### config.mk
export PLATFORM = sky130hd
export DESIGN_NAME = hwpe_ctrl_uloop_sched
export DESIGN_NICKNAME = d
export VERILOG_FILES = /design/src/rtl/hwpe_ctrl_package.sv /design/src/rtl/hwpe_ctrl_req_hold.sv /design/src/rtl/hwpe_ctrl_uloop_sched.sv
export SDC_FILE = /design/constraint.sdc
export NUM_CORES = 1
export LEC_CHECK = 0
export CORE_ASPECT_RATIO = 0.7
export CORE_MARGIN = 4
export CORE_UTILIZATION = 38
export CTS_CLUSTER_DIAMETER = 150
export DETAILED_ROUTE_END_ITERATION = 10
export PLACE_DENSITY = 0.76
export SKIP_CTS_REPAIR_TIMING = 1
export SYNTH_ARGS = -nofsm -noshare
export SYNTH_HDL_FRONTEND = slang
export SYNTH_SLANG_ARGS = --single-unit
### constraint.sdc
create_clock -name clk_i -period 1.6 [get_ports clk_i]
set_input_delay 0.24 -clock clk_i [delete_from_list [all_inputs] [get_ports clk_i]]
set_output_delay 0.24 -clock clk_i [all_outputs]
set_load 0.05 [all_outputs]
### src/rtl/hwpe_ctrl_package.sv
// Shared types for the HWPE controller: uloop scheduler state and its
// control/flag bundles.
package hwpe_ctrl_package;

  localparam int unsigned ULOOP_SCHED_CNT_W = 16;

  typedef enum logic [2:0] {
    IDLE,
    INIT,
    FETCH,
    WAIT_FLAGS,
    LOAD,
    COMPUTE,
    STORE,
    FINISH
  } uloop_sched_state_t;

  typedef struct packed {
    logic start;
    logic clear;
  } ctrl_uloop_sched_t;

  typedef struct packed {
    logic                         busy;
    logic                         done_evt;
    logic [ULOOP_SCHED_CNT_W-1:0] tile_cnt;
  } flags_uloop_sched_t;

endpackage

### src/rtl/hwpe_ctrl_req_hold.sv
// Request generator: raised on set_i, held until the consumer acknowledges it.
module hwpe_ctrl_req_hold (
  input  logic clk_i,
  input  logic rst_ni,
  input  logic clear_i,
  input  logic set_i,
  input  logic ack_i,
  output logic req_o,
  output logic acc_o
);

  assign acc_o = req_o & ack_i;

  always_ff @(posedge clk_i or negedge rst_ni) begin
    if (!rst_ni)       req_o <= 1'b0;
    else if (clear_i)  req_o <= 1'b0;
    else if (set_i)    req_o <= 1'b1;
    else if (acc_o)    req_o <= 1'b0;
  end

endmodule

### src/rtl/hwpe_ctrl_uloop_sched.sv
// Per-job tile scheduler: steps the uloop once per tile and runs the
// load / compute / store handshakes for each tile until the uloop is done.
//
// state      | meaning
// IDLE       | no job, waiting for start_i
// INIT       | uloop_clear_o pulse
// FETCH      | uloop_enable_o pulse (one uloop update)
// WAIT_FLAGS | waiting for uloop_valid_i, captures offsets and last flag
// LOAD       | load_req_o held until load_ack_i
// COMPUTE    | compute_start_o on entry, then waiting for compute_done_i
// STORE      | store_req_o held until store_ack_i, tile counted
// FINISH     | done_evt_o pulse
module hwpe_ctrl_uloop_sched
  import hwpe_ctrl_package::*;
#(
  parameter int unsigned NB_REG         = 4,
  parameter int unsigned REG_WIDTH      = 32,
  parameter int unsigned TILE_CNT_WIDTH = 16
) (
  input  logic                        clk_i,
  input  logic                        rst_ni,
  input  logic                        clear_i,
  input  logic                        start_i,
  output logic                        uloop_clear_o,
  output logic                        uloop_enable_o,
  input  logic                        uloop_valid_i,
  input  logic                        uloop_done_i,
  input  logic [NB_REG*REG_WIDTH-1:0] uloop_offs_i,
  output logic [NB_REG*REG_WIDTH-1:0] offs_o,
  output logic                        load_req_o,
  input  logic                        load_ack_i,
  output logic                        compute_start_o,
  input  logic                        compute_done_i,
  output logic                        store_req_o,
  input  logic                        store_ack_i,
  output logic                        busy_o,
  output logic                        done_evt_o,
  output logic [TILE_CNT_WIDTH-1:0]   tile_cnt_o
);

  uloop_sched_state_t state_q;
  ctrl_uloop_sched_t  ctrl;
  logic               last_q;
  logic               load_set, load_acc;
  logic               store_set, store_acc;

  assign ctrl.start = start_i;
  assign ctrl.clear = clear_i;

  assign busy_o = (state_q != IDLE);

  assign load_set  = (state_q == WAIT_FLAGS) && uloop_valid_i;
  // compute_start_o is high only in the COMPUTE entry cycle, so a done
  // coincident with the start pulse is masked here.
  assign store_set = (state_q == COMPUTE) && !compute_start_o && compute_done_i;

  hwpe_ctrl_req_hold i_load_req (
    .clk_i   (clk_i),
    .rst_ni  (rst_ni),
    .clear_i (ctrl.clear),
    .set_i   (load_set),
    .ack_i   (load_ack_i),
    .req_o   (load_req_o),
    .acc_o   (load_acc)
  );

  hwpe_ctrl_req_hold i_store_req (
    .clk_i   (clk_i),
    .rst_ni  (rst_ni),
    .clear_i (ctrl.clear),
    .set_i   (store_set),
    .ack_i   (store_ack_i),
    .req_o   (store_req_o),
    .acc_o   (store_acc)
  );

  always_ff @(posedge clk_i or negedge rst_ni) begin
    if (!rst_ni) begin
      state_q         <= IDLE;
      last_q          <= 1'b0;
      uloop_clear_o   <= 1'b0;
      uloop_enable_o  <= 1'b0;
      compute_start_o <= 1'b0;
      done_evt_o      <= 1'b0;
      offs_o          <= '0;
      tile_cnt_o      <= '0;
    end else if (ctrl.clear) begin
      state_q         <= IDLE;
      last_q          <= 1'b0;
      uloop_clear_o   <= 1'b0;
      uloop_enable_o  <= 1'b0;
      compute_start_o <= 1'b0;
      done_evt_o      <= 1'b0;
      offs_o          <= '0;
      tile_cnt_o      <= '0;
    end else begin
      uloop_clear_o   <= 1'b0;
      uloop_enable_o  <= 1'b0;
      compute_start_o <= 1'b0;
      done_evt_o      <= 1'b0;
      case (state_q)
        IDLE: begin
          if (ctrl.start) begin
            state_q       <= INIT;
            uloop_clear_o <= 1'b1;
            tile_cnt_o    <= '0;
          end
        end
        INIT: begin
          state_q        <= FETCH;
          uloop_enable_o <= 1'b1;
        end
        FETCH: state_q <= WAIT_FLAGS;
        WAIT_FLAGS: begin
          if (uloop_valid_i) begin
            offs_o  <= uloop_offs_i;
            last_q  <= uloop_done_i;
            state_q <= LOAD;
          end
        end
        LOAD: begin
          if (load_acc) begin
            state_q         <= COMPUTE;
            compute_start_o <= 1'b1;
          end
        end
        COMPUTE: begin
          if (store_set) state_q <= STORE;
        end
        STORE: begin
          if (store_acc) begin
            tile_cnt_o     <= tile_cnt_o + TILE_CNT_WIDTH'(1);
            state_q        <= last_q ? FINISH : FETCH;
            done_evt_o     <= last_q;
            uloop_enable_o <= !last_q;
          end
        end
        FINISH:  state_q <= IDLE;
        default: state_q <= IDLE;
      endcase
    end
  end

endmodule

==> flow_summary.toml <==
[logic_synthesis]
yosysWarnings = 0
post_synth_fa_ha_maj_area_fraction = 0.00196
synth_top_cell_by_area = "dfrtp_1"
synth_top_family_by_area = "simple AND/OR/NAND/NOR gates"
yosys.area_share.xor_xnor = 0.00137
synth_compound_area_frac = 0.150
synth_edf_count = 0
yosysSeqAreaShare = 0.605
synthesis.area_um2 = 6370
synth_cells = 704
postSynth.asyncResetShare = 1.00
synthTopCellsByArea = "dfrtp_1, nand2_1, a21oi_1"
synth_common_cells = "nand2_1, dfrtp_1, a21oi_1"
syn-num-nets = 842
ys_ff_latch = 154
yosysUniqueCellTypes = 42
synth_top_cell_area_share = 0.605
synthMuxAreaShare = 0
synthSimpleGateAreaFrac = 0.207
syn_avg_cell_area_um2 = 9.05
synth_top_flop_cell = "dfrtp_1"
yosysMostFrequentCell = "nand2_1"

[detailed_routing]
drt_iter0_markers = 307
drc = 0
routed_wl_mm = 23.3
route.vias.total = 6326
viasPerCell = 5.01
dr.pass1.iters = 5
ant_nets = 0
wl_per_cell_um = 18.5

[place]
gp_congestion = 0.845
hpwl_mm = 14.7
port_buffers = 287

[global_route]
grt_pass1_wl_mm = 31.7
grt_antenna_before_repair = 0
grt_max_degree = 81
gr-total-overflow = 0
global_route.usage.total = 0.211
grt_pass1_vias = 5975

[final_layout]
antenna_cells = 0
fillCellCount = 1324
reg_top3 = "offs_o x128, tile_cnt_o x16, state_q x3"
nets = 1163
syn_to_final_growth_pct = 69.1
largest_reg_flops = 128
top_register = "offs_o"
drive_gt1_frac = 0.322

[setup_path]
crit_type = "register to output port"
crit_arrival_ns = 1.56
start_kind = "register"
reg2reg_slack_ns = -0.16
crit_required_ns = 1.36
end_kind = "output port"
crit_path_max_fanout = 6

[cts]
cts_tree = "done"
insertion_delay_ns = 0.41
numCtsBuffers = 17
clock_sinks = 154
htreeDepth = 4
clk_pin_slew_ns = 0.07
cts_root_buffer = "clkbuf_16"
clock_path_buffers = 2

[timing]
worst_pin_slew_ns = 0.873
drv_slew = 0
fin_ws_ns = -0.201
finalHoldViolCount = 0
setup_viol = 103
tns_ns = -8.03
clock.fmax_ghz = 0.555
timing.slew.headroom = 0.418
skew_ns = 0.0132
rsz0062_at_grt = "yes"
period_share = 1.13
fin_crit_ns = 1.80

[die]
ios = 288
dieArea_um2 = 18900
std_cell_rows = 39
initial_utilization = 0.389
core-area_um2 = 16400
die_x_um = 163
fp.dieH_um = 116

[power]
finalPower_uw = 9160
cellPowerDensity_nw_per_um2 = 850
p_leak_uw = 0.00474
worst_ir_drop_vdd_v = 0.000558

[hold_path]
hp-class = "input port to register"

[status]
outcome = "complete, but fails checks"
violations = "setup timing"

[run]
cap_violations = 0
## through the flow
stage | setup WS (ns) | hold WS (ns) | utilization | area [µm²] | cells
2_1_floorplan | 0.000333 | -0.0556 | - | 6380 | 704
3_3_place_gp | -0.250 | 0.202 | 0.573 | 9390 | 1204
3_5_place_dp | -0.280 | 0.198 | 0.573 | 9390 | 1204
4_1_cts | -0.341 | -0.250 | 0.606 | 9940 | 1236
5_1_grt | -0.242 | 0.240 | 0.657 | 10800 | 1263
6_report | -0.201 | 0.224 | 0.657 | 10800 | 1263
## cells by family after synthesis
group                      after synthesis
adders and majority gates                1
xor gates and xnor gates                 1
buffers and inverters                   52
DFF                                    154
and+or+nand+nor                        320
AOI/OAI and AO/OA                      176
## cell type report
cell class	count	area [µm²]	share of cell area
inverters	2	7.51	0.000697
repair buffers	352	3500	0.325
clock inverters	13	119	0.0110
clock buffers	19	433	0.0402
well taps	225	282	0.0261
multi-input cells	498	2570	0.239
flip-flops and latches	154	3860	0.358
## power by group
group / switching, µW / internal (µW)
Combinational: 704 / 633
Clock: 1660 / 2150
Sequential: 44.9 / 3960
Total: 2410 / 6750
## worst max-delay path, cell delays in order (launching register included)
cell and delay, ns:
dfrtp_1 0.38, buf_6 0.14, buf_6 0.11, or3_4 0.37, buf_8 0.16
## path summary, 6_finish.rpt
kind | start | end | cells after the start
max | state_q[2]$_DFFE_PN0P_ | busy_o | 4
min reg2reg | tile_cnt_o[15]$_DFFE_PN0P_ | tile_cnt_o[15]$_DFFE_PN0P_ | 1
max in group asynchronous | rst_ni | offs_o[6]$_DFFE_PN0P_ | 3
min in group asynchronous | rst_ni | offs_o[96]$_DFFE_PN0P_ | 2
max reg2reg | state_q[2]$_DFFE_PN0P_ | offs_o[94]$_DFFE_PN0P_ | 8
min | clear_i | offs_o[103]$_DFFE_PN0P_ | 3
## routing by layer
layer / track usage / vias up / share of wire
met5: 0 / - / 0
met1: 0.264 / 3061 / 0.41
met4: 0.0419 / 0 / 0.011
met3: 0.0970 / 18 / 0.11
met2: 0.344 / 253 / 0.47
li1: - / 2994 / -
## cells in the final DEF, fill, tap and decap left out, drive strengths merged, types with 5 or more instances in the layout
cell             n
inv              5
nand3            5
and3             5
clkbuf          31
a31oi           10
nor2            10
a21oi          136
buf            205
clkdlybuf4s50  134
clkinv           5
nand2          268
dfrtp          154
o21ai           12
Power figures use the tool's default switching activity.
